==> src/rtl/bit_serial_pkg.sv <==
`default_nettype none
// ============================================================================
// Module      : bit_serial_pkg
// Description : Shared types and constants for the bit-serial core's
//               instruction-issue stage.
// Revision    : 1.0 - initial release
// ============================================================================
package bit_serial_pkg;

  localparam int INSTR_W             = 3;
  localparam int DEFAULT_DEPTH       = 16;
  localparam int DEFAULT_TIMEOUT_CYC = 64;

  typedef enum logic [1:0] {
    IDLE  = 2'd0,
    ISSUE = 2'd1,
    WAIT  = 2'd2,
    PAUSE = 2'd3
  } seq_state_t;

endpackage
`default_nettype wire

==> src/rtl/instr_mem.sv <==
`default_nettype none
// ============================================================================
// Module      : instr_mem
// Description : DEPTH x INSTR_W program store, synchronous write and
//               combinational read. Contents are not reset.
// Revision    : 1.0 - initial release
// ============================================================================
module instr_mem
  import bit_serial_pkg::*;
#(
  parameter int DEPTH = DEFAULT_DEPTH,
  parameter int AW    = $clog2(DEPTH)
) (
  input  logic               i_clk,
  input  logic               i_we,
  input  logic [AW-1:0]      i_waddr,
  input  logic [INSTR_W-1:0] i_wdata,
  input  logic [AW-1:0]      i_raddr,
  output logic [INSTR_W-1:0] o_rdata
);

  logic [INSTR_W-1:0] mem_q [DEPTH];

  // Program words land on the rising edge; the array survives reset.
  always_ff @(posedge i_clk) begin
    if (i_we) begin
      mem_q[i_waddr] <= i_wdata;
    end
  end

  assign o_rdata = mem_q[i_raddr];

endmodule
`default_nettype wire

==> src/rtl/program_sequencer.sv <==
`default_nettype none
// ============================================================================
// Module      : program_sequencer
// Description : Issues one stored instruction at a time to the bit-serial
//               core with a start strobe, advances on the core's PC-increment
//               strobe, and supports single-step, halt-at-boundary and a
//               completion watchdog.
// Revision    : 1.0 - initial release
// ============================================================================
module program_sequencer
  import bit_serial_pkg::*;
#(
  parameter int DEPTH       = DEFAULT_DEPTH,
  parameter int AW          = $clog2(DEPTH),
  parameter int TIMEOUT_CYC = DEFAULT_TIMEOUT_CYC
) (
  input  logic               i_clk,
  input  logic               i_rst,
  input  logic               i_load_we,
  input  logic [AW-1:0]      i_load_addr,
  input  logic [INSTR_W-1:0] i_load_data,
  input  logic [AW-1:0]      i_last_addr,
  input  logic               i_run,
  input  logic               i_step_mode,
  input  logic               i_step,
  input  logic               i_halt,
  input  logic               i_con_pcincr,
  output logic [INSTR_W-1:0] o_instr,
  output logic               o_start,
  output logic [AW-1:0]      o_pc,
  output logic               o_busy,
  output logic               o_done,
  output logic               o_err
);

  // Counter wide enough to hold TIMEOUT_CYC itself.
  localparam int              WDOG_W      = $clog2(TIMEOUT_CYC + 1);
  localparam logic [WDOG_W-1:0] TIMEOUT_CNT = WDOG_W'(TIMEOUT_CYC);

  seq_state_t          state_q, state_d;
  logic [AW-1:0]       pc_q, pc_d;
  logic [WDOG_W-1:0]   wdog_q, wdog_d;
  logic                halt_q, halt_d;
  logic                err_q, err_d;
  logic                done_q, done_d;
  logic [INSTR_W-1:0]  instr_q, instr_d;

  logic                mem_we;
  logic [INSTR_W-1:0]  mem_rdata;
  logic [INSTR_W-1:0]  issue_instr;
  logic [WDOG_W-1:0]   wdog_inc;
  logic                halt_seen;

  assign mem_we    = (state_q == IDLE) && i_load_we;
  assign wdog_inc  = wdog_q + WDOG_W'(1);
  assign halt_seen = halt_q | i_halt;

  // The read port looks at the next pc so the instruction is captured on
  // the same edge that enters ISSUE.
  instr_mem #(
    .DEPTH (DEPTH),
    .AW    (AW)
  ) u_mem (
    .i_clk   (i_clk),
    .i_we    (mem_we),
    .i_waddr (i_load_addr),
    .i_wdata (i_load_data),
    .i_raddr (pc_d),
    .o_rdata (mem_rdata)
  );

  // A write and a run in the same IDLE cycle: forward the fresh word.
  assign issue_instr = (mem_we && (i_load_addr == pc_d)) ? i_load_data : mem_rdata;
  assign instr_d     = (state_d == ISSUE) ? issue_instr : instr_q;

  // State and datapath registers with synchronous reset.
  always_ff @(posedge i_clk) begin
    if (i_rst) begin
      state_q <= IDLE;
      pc_q    <= '0;
      wdog_q  <= '0;
      halt_q  <= 1'b0;
      err_q   <= 1'b0;
      done_q  <= 1'b0;
      instr_q <= '0;
    end else begin
      state_q <= state_d;
      pc_q    <= pc_d;
      wdog_q  <= wdog_d;
      halt_q  <= halt_d;
      err_q   <= err_d;
      done_q  <= done_d;
      instr_q <= instr_d;
    end
  end

  // Next-state logic: sequencing, halt flag, watchdog and completion.
  always_comb begin
    state_d = state_q;
    pc_d    = pc_q;
    wdog_d  = wdog_q;
    halt_d  = halt_q;
    err_d   = err_q;
    done_d  = 1'b0;
    case (state_q)
      IDLE: begin
        if (i_run) begin
          pc_d    = '0;
          err_d   = 1'b0;
          halt_d  = 1'b0;
          state_d = ISSUE;
        end
      end
      ISSUE: begin
        wdog_d  = '0;
        halt_d  = halt_seen;
        state_d = WAIT;
      end
      WAIT: begin
        wdog_d = wdog_inc;
        halt_d = halt_seen;
        // Completion takes priority over a timeout landing on the same cycle.
        if (i_con_pcincr) begin
          halt_d = 1'b0;
          if (pc_q == i_last_addr) begin
            done_d  = 1'b1;
            state_d = IDLE;
          end else begin
            pc_d = pc_q + AW'(1);
            if (halt_seen) begin
              state_d = IDLE;
            end else if (i_step_mode) begin
              state_d = PAUSE;
            end else begin
              state_d = ISSUE;
            end
          end
        end else if (wdog_inc == TIMEOUT_CNT) begin
          err_d   = 1'b1;
          halt_d  = 1'b0;
          state_d = IDLE;
        end
      end
      PAUSE: begin
        if (i_step) begin
          state_d = ISSUE;
        end else if (i_halt) begin
          state_d = IDLE;
        end
      end
      default: state_d = IDLE;
    endcase
  end

  // Outputs decoded from the current state.
  always_comb begin
    o_start = (state_q == ISSUE);
    o_busy  = (state_q != IDLE);
  end

  assign o_instr = instr_q;
  assign o_pc    = pc_q;
  assign o_done  = done_q;
  assign o_err   = err_q;

endmodule
`default_nettype wire

==> config.mk <==
export PLATFORM = sky130hd
export DESIGN_NAME = program_sequencer
export DESIGN_NICKNAME = d
export VERILOG_FILES = /design/src/rtl/bit_serial_pkg.sv /design/src/rtl/instr_mem.sv /design/src/rtl/program_sequencer.sv
export SDC_FILE = /design/constraint.sdc
export NUM_CORES = 1
export LEC_CHECK = 0
export ABC_AREA = 1
export BUFFER_PORTS_ARGS = -buffer_cell sky130_fd_sc_hd__buf_2
export CORE_ASPECT_RATIO = 0.9
export CORE_MARGIN = 3
export CORE_UTILIZATION = 30
export DETAILED_ROUTE_END_ITERATION = 8
export PLACE_DENSITY = 0.49
export SLEW_MARGIN = 25
export SYNTH_ARGS = -nofsm -noshare
export SYNTH_HDL_FRONTEND = slang
export SYNTH_SLANG_ARGS = --single-unit
==> constraint.sdc <==
create_clock -name i_clk -period 5.1 [get_ports i_clk]
set_input_delay 0.255 -clock i_clk [delete_from_list [all_inputs] [get_ports i_clk]]
set_output_delay 0.255 -clock i_clk [all_outputs]
set_load 0.02 [all_outputs]
Yosys cells after proc, flatten, opt, wreduce, memory -nomap -nowiden
Memory sizes are Yosys's and may differ from the RTL's. A register that Yosys moved wholly into a read port is not among the register bits.
Cells that the tools add are included.
{ "totals": {"register_bits": 16, "ram_bits": 48, "inputBits": 19, "word_cells": 54, "n_memories": 1} }
{ "op_classes": {"addsub": 2, "n_eq_ne": 9, "mux": 24, "bitwise_logic": 3, "reduce_logical": 9} }
{ "memory_table": {"columns": ["name", "words", "width", "rd", "rd_ports_with_merged_regs", "wr", "line", "rtl"], "rows": [
  ["u_mem.mem_q", 16, 3, 1, 1, 1, "instr_mem.sv:22", "logic [INSTR_W-1:0] mem_q [DEPTH];"]
]} }
{ "ops": {"columns": ["op", "n"], "rows": [
  ["$mux 2", 8],
  ["$pmux 7 s2", 1],
  ["$mux 4", 3],
  ["$mux 1", 8],
  ["$pmux 2 s4", 1],
  ["$pmux 4 s2", 1],
  ["$add 7x1->7 const B", 1],
  ["$eq 7x7->1 const B", 1],
  ["$ne 2x2->1 const B", 3],
  ["$reduce_bool 2->1", 3],
  ["$add 4x1->4 const B", 1],
  ["$eq 2x1->1 const B", 2],
  ["$eq 2x2->1 const B", 2],
  ["$eq 4x4->1", 1],
  ["$reduce_and 4->1", 1],
  ["$pmux 1 s3", 1],
  ["$reduce_bool 3->1", 1],
  ["$reduce_or 3->1", 1],
  ["$logic_not 2->1", 1],
  ["$not 1->1", 2],
  ["$pmux 1 s2", 1],
  ["$reduce_and 2->1", 1],
  ["$logic_and 1x1->1", 1],
  ["$or 1x1->1", 1]
]} }

Logic depth before layout (Yosys ltp)
Gate-level depths: netlist (run 1).
{ "depth": {"ltp_word": 6, "mapped_depth": 18} }

Modules after synthesis
From an unflattened synthesis (run 1), not the netlist that was laid out.
{ "unflattened": {"cells_unflattened": 453, "area_unflattened_um2": 3560.9} }
{ "by_module_without_submodules": {"columns": ["mod", "instances", "cells_each", "area_each_um2"], "rows": [
  ["instr_mem", 1, 221, 2179.6],
  ["program_sequencer", 1, 232, 1381.3]
]} }

Worst setup path before layout (run 1)
OpenSTA, ideal clock, no wires.
{ "synth_path": {"path_type": "register to register", "start": "register state_q[0]", "end": "register instr_q[0], in the netlist o_instr[0], read port of u_mem.mem_q", "setup_time_ps": 132, "arrival_ps": 2048, "required_time_ps": 4968, "setup_slack_ps": 2920, "stages_incl_launch_ff": 17, "path_buffers": 0, "path_cell_list": "dfxtp_1 -> inv_1 -> ha_1 -> inv_1 -> nor2_2 -> nor2_4 -> nand2_1 -> a21oi_1 -> nand3_2 -> nand3_1 -> nand2_1 -> nor2_2 -> nand4_1 -> nand2_1 -> inv_1 -> nand2_1 -> a21oi_2"} }
{ "synth_via": {"elab_chain_cells": 4, "word_cells_on_any_way": 12, "classes_between": "eq/ne: 4; mux: 7; reduce/logical: 1"} }
{ "synth_rtl": {"columns": ["element", "line", "rtl"], "rows": [
  ["start, declared", "program_sequencer.sv:40", "seq_state_t state_q, state_d;"],
  ["start signal, assigned", "program_sequencer.sv:87", "state_q <= state_d;"],
  ["$mux 2 (on tied branches)", "program_sequencer.sv:147, program_sequencer.sv:138", null],
  ["$mux 2 (on tied branches)", "program_sequencer.sv:145, program_sequencer.sv:123", null],
  ["$pmux 2 s4", "program_sequencer.sv:105", "case (state_q)"],
  ["$eq 2x1->1", "program_sequencer.sv:74", "assign instr_d = (state_d == ISSUE) ? issue_instr : instr_q;"],
  ["end, declared", "program_sequencer.sv:46", "logic [INSTR_W-1:0] instr_q, instr_d;"]
]} }
Parallel ways exist; a longest one is shown, timed or not.
A chain may end at the register's enable or synchronous reset.

Final worst setup path (run 1)
{ "layout_path": {"start": "register state_q[0]", "end": "register instr_q[1], in the netlist o_instr[1], read port of u_mem.mem_q"} }
The elaborated chain is that of the path after synthesis.

==> results of run 1 <==
## cell type report
class	count	area, µm²	share of cell area, %
tap	156	195.2	4.759
inverter	72	270.3	6.589
timing repair buffer	29	145.1	3.539
sequential	67	1822	44.42
clock inverter	7	57.56	1.403
multi-input combinational	271	1386	33.80
clock buffer	9	225.2	5.491
## flip-flops by register name, indices dropped and copies added, names as in the netlist
name / count
o_pc: 4
wdog_q: 7
state_q: 2
halt_q: 1
u_mem.mem_q: 48
o_done: 1
o_instr: 3
o_err: 1
## kinds of logic (layout without fill, tap and decap cells)
| family | after synthesis | after routing | synth area share [%] |
|---|---|---|---|
| flops | 67 | 67 | 51.23 |
| buf+inv | 84 | 117 | 9.782 |
| fa+ha+maj | 7 | 7 | 2.463 |
| xor+xnor | 4 | 4 | 0.9854 |
| simple gates | 235 | 235 | 31.53 |
| compound gates | 25 | 25 | 4.012 |
## power breakdown
group	leakage, nW	switching, mW	internal [mW]
Sequential	0.587	0.00880	0.597
Clock	0.129	0.257	0.336
Combinational	1.08	0.120	0.0511
## stage by stage
step	util, %	std cells	hold slack, ps
global placement	33.13	595	465.0
detailed placement	33.13	595	472.3
finish	35.58	611	264.7
global route	35.58	611	278.5
CTS	35.58	611	253.9
floorplan	-	422	353.9
## metal layers
| metal | vias up | part of all wire (%) |
|---|---|---|
| met5 | - | 0 |
| met4 | 0 | 1.5 |
| met3 | 9 | 5.2 |
| met2 | 75 | 45 |
| met1 | 1313 | 49 |
| li1 | 1432 | - |
## cell usage in the layout (no fill, tap or decap), drive strengths merged
master    netlist  layout
inv            72      76
clkbuf          3       9
nor3            3       3
a31oi           1       1
edfxtp         48      48
buf             9      29
nand3b         13      13
a21oi          15      15
nor2           40      40
o21ai           7       7
xnor2           2       2
o21bai          1       1
ha              7       7
dfxtp          19      19
nand3          71      71
or2             1       1
xor2            2       2
nand2         103     103
clkinvlp        0       3
a211oi          1       1
nand4           4       4
## cells in the mapped netlist (2+ instances only)
library cell / n / share of area [%]
nand2_1: 96 / 10
inv_1: 67 / 7.1
nand3_1: 67 / 9.4
edfxtp_1: 48 / 41
nor2_1: 36 / 3.8
dfxtp_1: 19 / 11
nand3b_1: 13 / 2.7
a21oi_1: 12 / 1.7
ha_1: 7 / 2.5
buf_2: 5 / 0.70
inv_2: 5 / 0.53
nand2_4: 5 / 1.6
o21ai_0: 5 / 0.70
nand4_1: 4 / 0.70
a21oi_2: 3 / 0.74
buf_6: 3 / 0.95
clkbuf_1: 3 / 0.32
nand3_2: 3 / 0.84
nor2_2: 3 / 0.53
nor3_1: 3 / 0.42
nand2_2: 2 / 0.35
o21ai_1: 2 / 0.28
xnor2_1: 2 / 0.49
xor2_1: 2 / 0.49
## worst max-delay path by stage
stage                from          to  slack (ps)  cells after the start
6_report       state_q[0]  o_instr[1]        2480                     13
5_1_grt        state_q[0]  o_instr[0]        2170                     13
4_1_cts        state_q[0]  o_instr[1]        2460                     13
3_5_place_dp   state_q[0]  o_instr[1]        2480                     13
3_3_place_gp   state_q[0]  o_instr[1]        2550                     13
2_1_floorplan  state_q[0]  o_instr[0]        2920                     16
## worst reg2reg max path: stages (launching register included)
cell and delay (ps):
dfxtp_1 350, inv_1 140, ha_1 410, nor2_1 140, nor2_4 200, nand3_4 290, nand2_4 340, nand2_1 90
nand3_1 80, nand3_1 100, nand3_1 100, nand3_1 110, nand2_1 90, a21oi_2 50
==> impl_metrics.prom, run 1 <==
# TYPE chip_impl_metric gauge
chip_impl_info{name="cell_chain_critical_path",value="inv_1 > ha_1 > nor2_1 > nor2_4 > nand3_4 > nand2_4 > nand2_1 > nand3_1 > nand3_1 > nand3_1 > nand3_1 > nand2_1 > a21oi_2"} 1
chip_impl_metric{name="worst-endpoint-required",unit="ps"} 5300
chip_impl_info{name="tritoncts",value="done"} 1
chip_impl_metric{name="fp.dieArea",unit="µm²"} 13200
chip_impl_metric{name="io-pin-count",unit=""} 30
chip_impl_metric{name="ctsHoldBuffers",unit=""} 0
chip_impl_metric{name="grt.met3_usage",unit="%"} 3.371
chip_impl_metric{name="tritoncts_num_sinks",unit=""} 67
chip_impl_metric{name="cell_variety_after_synth",unit=""} 31
chip_impl_metric{name="core.rowCount",unit=""} 37
chip_impl_metric{name="cts.htree.levels",unit=""} 3
chip_impl_metric{name="total_clock_buffers_created_by_cts",unit=""} 9
chip_impl_info{name="crit-reg2reg-launch",value="state_q[0]"} 1
chip_impl_info{name="worst_hold_path.endpoint",value="state_q[1]"} 1
chip_impl_metric{name="place_area",unit="µm²"} 3819
chip_impl_metric{name="yosysWarningCount",unit=""} 0
chip_impl_info{name="timing.critical_path.max_delay_family",value="simple AND/OR/NAND/NOR gates"} 1
chip_impl_metric{name="final_layout_size_suffix_gt1_share",unit="%"} 15.16
chip_impl_metric{name="grt_first_pass_wirelength",unit="mm"} 13.90
chip_impl_metric{name="max-clock-path-buffers",unit=""} 2
chip_impl_metric{name="synthesis.nets",unit=""} 448
chip_impl_metric{name="grtUsageMet1",unit="%"} 18.53
chip_impl_metric{name="grt_use_total",unit="%"} 13.77
chip_impl_metric{name="timing.final.max_slew_violations",unit=""} 0
chip_impl_metric{name="timing.setup.tns",unit="ps"} 0
chip_impl_info{name="min_from",value="i_run"} 1
chip_impl_metric{name="gp_congestion",unit=""} 0.8401
chip_impl_metric{name="cp_slowest_stage_delay",unit="ps"} 410
chip_impl_info{name="critical-path-slowest-cell",value="ha_1"} 1
chip_impl_metric{name="hpwlAfterDp",unit="mm"} 6.210
chip_impl_metric{name="vias_in_the_first_global_route",unit=""} 2780
chip_impl_metric{name="avgViaCountPerCell",unit=""} 4.630
chip_impl_metric{name="worst_pin_slew",unit="ps"} 393.3
chip_impl_metric{name="timing.fmax",unit="MHz"} 381.1
chip_impl_metric{name="layout_area_overhead",unit="%"} 15.34
chip_impl_info{name="end_kind",value="flop"} 1
chip_impl_metric{name="power.density",unit="nW/µm²"} 333.9
chip_impl_metric{name="layout.filler_cells",unit=""} 1216
chip_impl_metric{name="finalHoldViolCount",unit=""} 0
chip_impl_metric{name="worst_clock_skew",unit="ps"} 10.30
chip_impl_metric{name="synth_area_per_cell",unit="µm²"} 8.426
chip_impl_metric{name="fp.dieH",unit="µm"} 109.3
chip_impl_metric{name="drc",unit=""} 0
chip_impl_metric{name="power.leakage",unit="nW"} 1.793
chip_impl_metric{name="core_region_area",unit="µm²"} 11530
chip_impl_info{name="ys_dominant_reg_cell",value="edfxtp_1"} 1
chip_impl_metric{name="max-vdd-ir-drop",unit="µV"} 179.1
chip_impl_metric{name="antenna_found_initial",unit=""} 0
chip_impl_metric{name="route.vias.total",unit=""} 2829
chip_impl_metric{name="worstPathMaxFanout",unit=""} 27
chip_impl_metric{name="preCtsSetupSlack",unit="ps"} 2475
chip_impl_metric{name="die-width",unit="µm"} 120.8
chip_impl_metric{name="timing.final.setup_violations",unit=""} 0
chip_impl_metric{name="part_of_the_cycle_the_worst_path_needs",unit="%"} 51.45
chip_impl_info{name="holdCritPathClass",value="input port to flop"} 1
chip_impl_metric{name="post_cts_buffers",unit=""} 0
chip_impl_info{name="rsz0062_at_grt",value="false"} 1
chip_impl_metric{name="clkLatencyLatePin",unit="ps"} 330
chip_impl_metric{name="synth_enable_flop_cells",unit=""} 48
chip_impl_metric{name="maxcap_violations",unit=""} 0
chip_impl_metric{name="final_nets",unit=""} 476
chip_impl_info{name="cts_root_buffer",value="clkbuf_16"} 1
chip_impl_metric{name="slew-limit-headroom",unit="%"} 73.78
chip_impl_metric{name="antennaDiodeCount",unit=""} 0
chip_impl_metric{name="final_cell_area",unit="µm²"} 4101
chip_impl_metric{name="cp_data_arrival_time",unit="ps"} 2830
chip_impl_metric{name="synth-seq-cells",unit=""} 67
chip_impl_metric{name="postRouteAntennaNets",unit=""} 0
chip_impl_info{name="cpMostUsedCell",value="nand3_1"} 1
chip_impl_metric{name="async_reset_ff_share",unit="%"} 0
chip_impl_metric{name="grt_remaining_overflow",unit=""} 0
chip_impl_metric{name="seq_area_frac_synth",unit="%"} 51.23
chip_impl_metric{name="route.final.wire_length",unit="mm"} 8.582
chip_impl_metric{name="worstPathBufferInverterCount",unit=""} 1
chip_impl_metric{name="routedWlPerCell",unit="µm"} 14.05
chip_impl_metric{name="port_buf_inserts",unit=""} 29
chip_impl_metric{name="timing.reg2reg.worst_path_depth",unit=""} 13
chip_impl_metric{name="post_cts_resized",unit=""} 0
chip_impl_info{name="globalRoute.busiestLayer",value="met2"} 1
chip_impl_metric{name="maximum_number_of_pins_on_one_net_before_global_route_repair",unit=""} 28
chip_impl_info{name="cp-start-kind",value="flop"} 1
chip_impl_info{name="reg2reg_to",value="o_instr[1]"} 1
chip_impl_metric{name="synthCells",unit=""} 422
chip_impl_metric{name="hold_depth",unit=""} 4
chip_impl_metric{name="mappedNetlistArea",unit="µm²"} 3556
chip_impl_metric{name="drt-pass1-iter-count",unit=""} 4
chip_impl_metric{name="floorplan.initialDensity",unit="%"} 30.85
chip_impl_metric{name="met2_usage",unit="%"} 21.74
chip_impl_metric{name="timing.reg2reg.setup_slack",unit="ps"} 2480
chip_impl_info{name="timing.setup.critical_path_class",value="flop to flop"} 1
chip_impl_metric{name="total_power",unit="mW"} 1.369
chip_impl_metric{name="postLayoutSetupSlackWorst",unit="ps"} 2476
chip_impl_info{name="run_status",value="complete, no violations"} 1
chip_impl_metric{name="clkSlewWorstSetupHoldPaths",unit="ps"} 60
chip_impl_metric{name="drt_first_iter_violations",unit=""} 218
chip_impl_metric{name="final_period_minus_worst_setup_slack",unit="ps"} 2624
No activity file was read; power rests on OpenSTA's default activity.
==> run 2: changes to the inputs <==
--- a/config.mk
+++ b/config.mk
@@ -5,13 +5,13 @@
 export SDC_FILE = /design/constraint.sdc
 export NUM_CORES = 1
 export LEC_CHECK = 0
-export ABC_AREA = 1
+export ABC_AREA = 0
 export BUFFER_PORTS_ARGS = -buffer_cell sky130_fd_sc_hd__buf_2
 export CORE_ASPECT_RATIO = 0.9
 export CORE_MARGIN = 3
 export CORE_UTILIZATION = 30
 export DETAILED_ROUTE_END_ITERATION = 8
-export PLACE_DENSITY = 0.49
+export PLACE_DENSITY = 0.5
 export SLEW_MARGIN = 25
 export SYNTH_ARGS = -nofsm -noshare
 export SYNTH_HDL_FRONTEND = slang
==> constraint.sdc (replaced) <==
create_clock -name i_clk -period 2.2 [get_ports i_clk]
set_input_delay 0.11 -clock i_clk [delete_from_list [all_inputs] [get_ports i_clk]]
set_output_delay 0.11 -clock i_clk [all_outputs]
set_load 0.02 [all_outputs]
==> run 2 against run 1 <==
  * Combinational power grew to 7.7 times the previous value
  * Critical endpoint unchanged
  * The flow now finishes with violations (negative setup slack)
  * Sequential power is 140% higher
  * Largest cell class unchanged
  * Largest power group is now clock
  * Clock power rose to 2.6 times the previous value
  * Non-clock buffer count rose by 63
  * First-iteration DRC count shrank 23%
  * Flip-flop and latch count stayed put
  * Die area shrank 1.8%
  * Critical path type unchanged
==> impl_metrics.prom, run 2 <==
# TYPE chip_impl_metric gauge
chip_impl_metric{name="total_power",unit="mW"} 4.294
chip_impl_metric{name="clkSlewWorstSetupHoldPaths",unit="ps"} 60
chip_impl_metric{name="yosysWarningCount",unit=""} 0
chip_impl_metric{name="final_period_minus_worst_setup_slack",unit="ps"} 2552
chip_impl_metric{name="switchingPower",unit="mW"} 1.269
chip_impl_metric{name="port_buf_inserts",unit=""} 29
chip_impl_metric{name="antennaDiodeCount",unit=""} 0
chip_impl_metric{name="mappedNetlistArea",unit="µm²"} 3490
chip_impl_info{name="final_common_cell",value="buf_4"} 1
chip_impl_metric{name="async_reset_ff_share",unit="%"} 0
chip_impl_metric{name="part_of_the_cycle_the_worst_path_needs",unit="%"} 116.0
chip_impl_info{name="top_register_by_number_of_flip_flops",value="u_mem.mem_q"} 1
chip_impl_metric{name="synth_top_area_share",unit="%"} 41.31
chip_impl_metric{name="core_region_area",unit="µm²"} 11080
chip_impl_info{name="layout.cells.most_common_list",value="buf_4, edfxtp_1, nand2_1"} 1
chip_impl_metric{name="synth-compound-area-share",unit="%"} 15.13
chip_impl_metric{name="cell_variety_after_synth",unit=""} 60
chip_impl_metric{name="final-seq-area",unit="µm²"} 1832
chip_impl_metric{name="placed_cells",unit=""} 561
chip_impl_metric{name="clkLatencyLatePin",unit="ps"} 330
chip_impl_metric{name="hpwlAfterDp",unit="mm"} 7.072
chip_impl_metric{name="finalHoldViolCount",unit=""} 0
chip_impl_metric{name="clockPowerShare",unit="%"} 35.6
chip_impl_metric{name="grt_remaining_overflow",unit=""} 0
chip_impl_info{name="main_combinational_cell_family_by_area_after_synthesis",value="simple AND/OR/NAND/NOR gates"} 1
chip_impl_metric{name="power.share.combinational",unit="%"} 30.5
chip_impl_metric{name="layout.filler_cells",unit=""} 1089
chip_impl_info{name="cts_root_buffer",value="clkbuf_16"} 1
chip_impl_metric{name="postRouteAntennaNets",unit=""} 0
chip_impl_metric{name="timing.setup.tns",unit="ps"} -1029
chip_impl_metric{name="grt_use_total",unit="%"} 15.44
chip_impl_metric{name="avgViaCountPerCell",unit=""} 5.002
chip_impl_metric{name="multiInputGateArea",unit="µm²"} 1698
chip_impl_metric{name="power_report.internal_total",unit="mW"} 3.024
chip_impl_metric{name="drc",unit=""} 0
chip_impl_metric{name="timing.final.setup_violations",unit=""} 3
chip_impl_metric{name="io-pin-count",unit=""} 30
chip_impl_metric{name="cts.htree.levels",unit=""} 3
chip_impl_metric{name="post_layout_nonfiller_instances",unit=""} 582
chip_impl_metric{name="fp.dieArea",unit="µm²"} 12960
chip_impl_metric{name="drt_first_iter_violations",unit=""} 168
chip_impl_info{name="holdCritPathClass",value="input port to flop"} 1
chip_impl_metric{name="synth-seq-cells",unit=""} 67
chip_impl_metric{name="floorplan.initialDensity",unit="%"} 31.49
chip_impl_metric{name="yosys.area_share.xor_xnor",unit="%"} 1.793
chip_impl_metric{name="post_synth_and_or_nand_nor_area_fraction",unit="%"} 22.30
chip_impl_info{name="failing_checks",value="negative setup slack"} 1
chip_impl_metric{name="grt_first_pass_wirelength",unit="mm"} 15.45
chip_impl_metric{name="final_nets",unit=""} 451
chip_impl_metric{name="yosys-mux-area-fraction",unit="%"} 2.546
chip_impl_info{name="rsz0062_at_grt",value="true"} 1
chip_impl_metric{name="drt-pass1-iter-count",unit=""} 4
chip_impl_info{name="run_status",value="finished, violations left"} 1
chip_impl_info{name="tritoncts",value="done"} 1
chip_impl_metric{name="synthCells",unit=""} 337
chip_impl_metric{name="route.vias.total",unit=""} 2911
chip_impl_info{name="synth_area_leaders",value="edfxtp_1, dfxtp_1, nand2_1"} 1
chip_impl_metric{name="max-vdd-ir-drop",unit="µV"} 472.1
chip_impl_metric{name="timing.reg2reg.worst_path_depth",unit=""} 9
chip_impl_metric{name="layout_area_overhead",unit="%"} 35.89
chip_impl_metric{name="final_cell_area",unit="µm²"} 4742
chip_impl_metric{name="timing.fmax",unit="MHz"} 391.9
chip_impl_metric{name="core.rowCount",unit=""} 36
chip_impl_info{name="synth.top_cells.by_count",value="edfxtp_1, nand2_1, nor2_1"} 1
chip_impl_metric{name="max-clock-path-buffers",unit=""} 2
chip_impl_info{name="synth.largest_area_cell",value="edfxtp_1"} 1
chip_impl_info{name="ys_dominant_reg_cell",value="edfxtp_1"} 1
chip_impl_metric{name="seqPwrFrac",unit="%"} 33.9
chip_impl_metric{name="tritoncts_num_sinks",unit=""} 67
chip_impl_info{name="synth.most_common_cell",value="edfxtp_1"} 1
chip_impl_metric{name="power.leakage",unit="nW"} 1.743
chip_impl_metric{name="largest_reg_flops",unit=""} 48
chip_impl_metric{name="worstPathMaxFanout",unit=""} 7
chip_impl_metric{name="fp.dieH",unit="µm"} 108.3
chip_impl_metric{name="worst-endpoint-required",unit="ps"} 2410
chip_impl_metric{name="maximum_number_of_pins_on_one_net_before_global_route_repair",unit=""} 19
chip_impl_metric{name="power.density",unit="nW/µm²"} 905.5
chip_impl_info{name="timing.setup.critical_path_class",value="flop to flop"} 1
chip_impl_metric{name="worst_pin_slew",unit="ps"} 465.7
chip_impl_metric{name="synthesis.nets",unit=""} 363
chip_impl_metric{name="seq_area_frac_synth",unit="%"} 52.21
chip_impl_metric{name="routedWlPerCell",unit="µm"} 16.43
chip_impl_metric{name="die-width",unit="µm"} 119.7
chip_impl_metric{name="cp_data_arrival_time",unit="ps"} 2760
chip_impl_metric{name="maxcap_violations",unit=""} 0
chip_impl_metric{name="fin_util",unit="%"} 42.80
chip_impl_metric{name="antenna_found_initial",unit=""} 0
chip_impl_metric{name="netSwitchingFraction",unit="%"} 29.56
chip_impl_metric{name="route.final.wire_length",unit="mm"} 9.564
chip_impl_metric{name="synth_enable_flop_cells",unit=""} 48
chip_impl_metric{name="yosys.area_share.adder",unit="%"} 2.510
chip_impl_metric{name="synth_area_per_cell",unit="µm²"} 10.35
chip_impl_metric{name="timing.final.max_slew_violations",unit=""} 0
chip_impl_metric{name="vias_in_the_first_global_route",unit=""} 2968
chip_impl_metric{name="postLayoutSetupSlackWorst",unit="ps"} -351.5
chip_impl_metric{name="ctsHoldBuffers",unit=""} 0
chip_impl_info{name="cp-start-kind",value="flop"} 1
chip_impl_metric{name="final_layout_size_suffix_gt1_share",unit="%"} 33.26
chip_impl_metric{name="slew-limit-headroom",unit="%"} 68.71
chip_impl_metric{name="place_area",unit="µm²"} 4272
chip_impl_metric{name="total_clock_buffers_created_by_cts",unit=""} 9
chip_impl_info{name="end_kind",value="flop"} 1
chip_impl_metric{name="gp_congestion",unit=""} 0.8003
chip_impl_metric{name="worst_clock_skew",unit="ps"} 5.676
chip_impl_metric{name="hold_depth",unit=""} 3
==> run 2: changes by cell type in the layout (fill, tap and decap cells not counted), moves of 5 or more <==
cell | before | now
nand2_1 | 96 | 46
nand2_4 | 5 | 0
nand3b_1 | 13 | 4
inv_2 | 5 | 0
nand3_1 | 67 | 16
and3_1 | 0 | 12
inv_1 | 67 | 8
nor3_1 | 3 | 9
buf_4 | 0 | 57
a211oi_1 | 1 | 8
nand2b_1 | 0 | 7
==> run 2: critical path, cell delays in order, from the launching register on <==
cell      delay [ps]
dfxtp_4          360
xor2_4           140
or4_4            580
buf_6            160
o211a_4          240
mux2_4           270
nor4_4           170
nand3_4          160
o311ai_2         270
a21oi_1           70
==> run 2: final timing paths <==
check	start	endpoint	slack, ps
setup / recovery	o_pc[1]	o_instr[1]	-350
hold / removal	i_halt	halt_q	120
setup reg to reg	o_pc[1]	o_instr[1]	-350
hold reg to reg	o_err	o_err	490
==> run 2: power groups by stage <==
| stage | Combinational [mW] | Clock (mW) | Sequential [mW] |
|---|---|---|---|
| 6_report | 1.31 | 1.53 | 1.46 |
| 4_1_cts | 1.24 | 1.56 | 1.46 |
| 3_3_place_gp | 1.20 | 0 | 1.48 |
| 3_5_place_dp | 1.20 | 0 | 1.48 |
| 5_1_grt | 1.44 | 1.60 | 1.46 |
| 2_1_floorplan | 0.668 | 0 | 1.51 |
==> run 2: layer usage <==
metal  wire length (µm)  global-route usage (%)  vias to the layer above
met3                358                   4.236                        6
li1                   -                       -                     1436
met1               4829                   21.54                     1414
met2               4282                   23.51                       55
met5                  0                       0                        -
met4                 93                   4.661                        0
==> run 2: through the flow <==
| stage | hold WS, ps | worst slack (ps) |
|---|---|---|
| after floorplan | 182.1 | -329.8 |
| after global placement | 454.6 | -375.5 |
| after detailed placement | 471.9 | -403.4 |
| after CTS | 112.0 | -368.9 |
| after global routing | 183.1 | -497.3 |
| final | 119.7 | -351.5 |
==> run 2: cells by family (layout without fill, tap and decap cells) <==
kind of cell,after synthesis,count (layout)
xor gates and xnor gates,5,5
buffers and inverters,23,116
adders and majority gates,7,7
AOI/OAI and AO/OA,74,74
and+or+nand+nor,153,153
muxes,8,8
DFF,67,67
==> run 2: area by class of cell <==
type	instances	share of cell area, %
clock inverter	7	1.926
clock buffer	9	4.749
sequential	67	38.63
inverter	8	0.6332
multi-input combinational	247	35.80
tap	152	4.011
timing repair buffer	92	14.25
==> run 2: timing repair <==
| item | 4_1_cts | 5_1_grt |
|---|---|---|
| resized for setup | 2 | 23 |
| endpoints found under the setup margin | 3 | 18 |
| pin swaps | 3 | 7 |
| setup buffers | 3 | 2 |
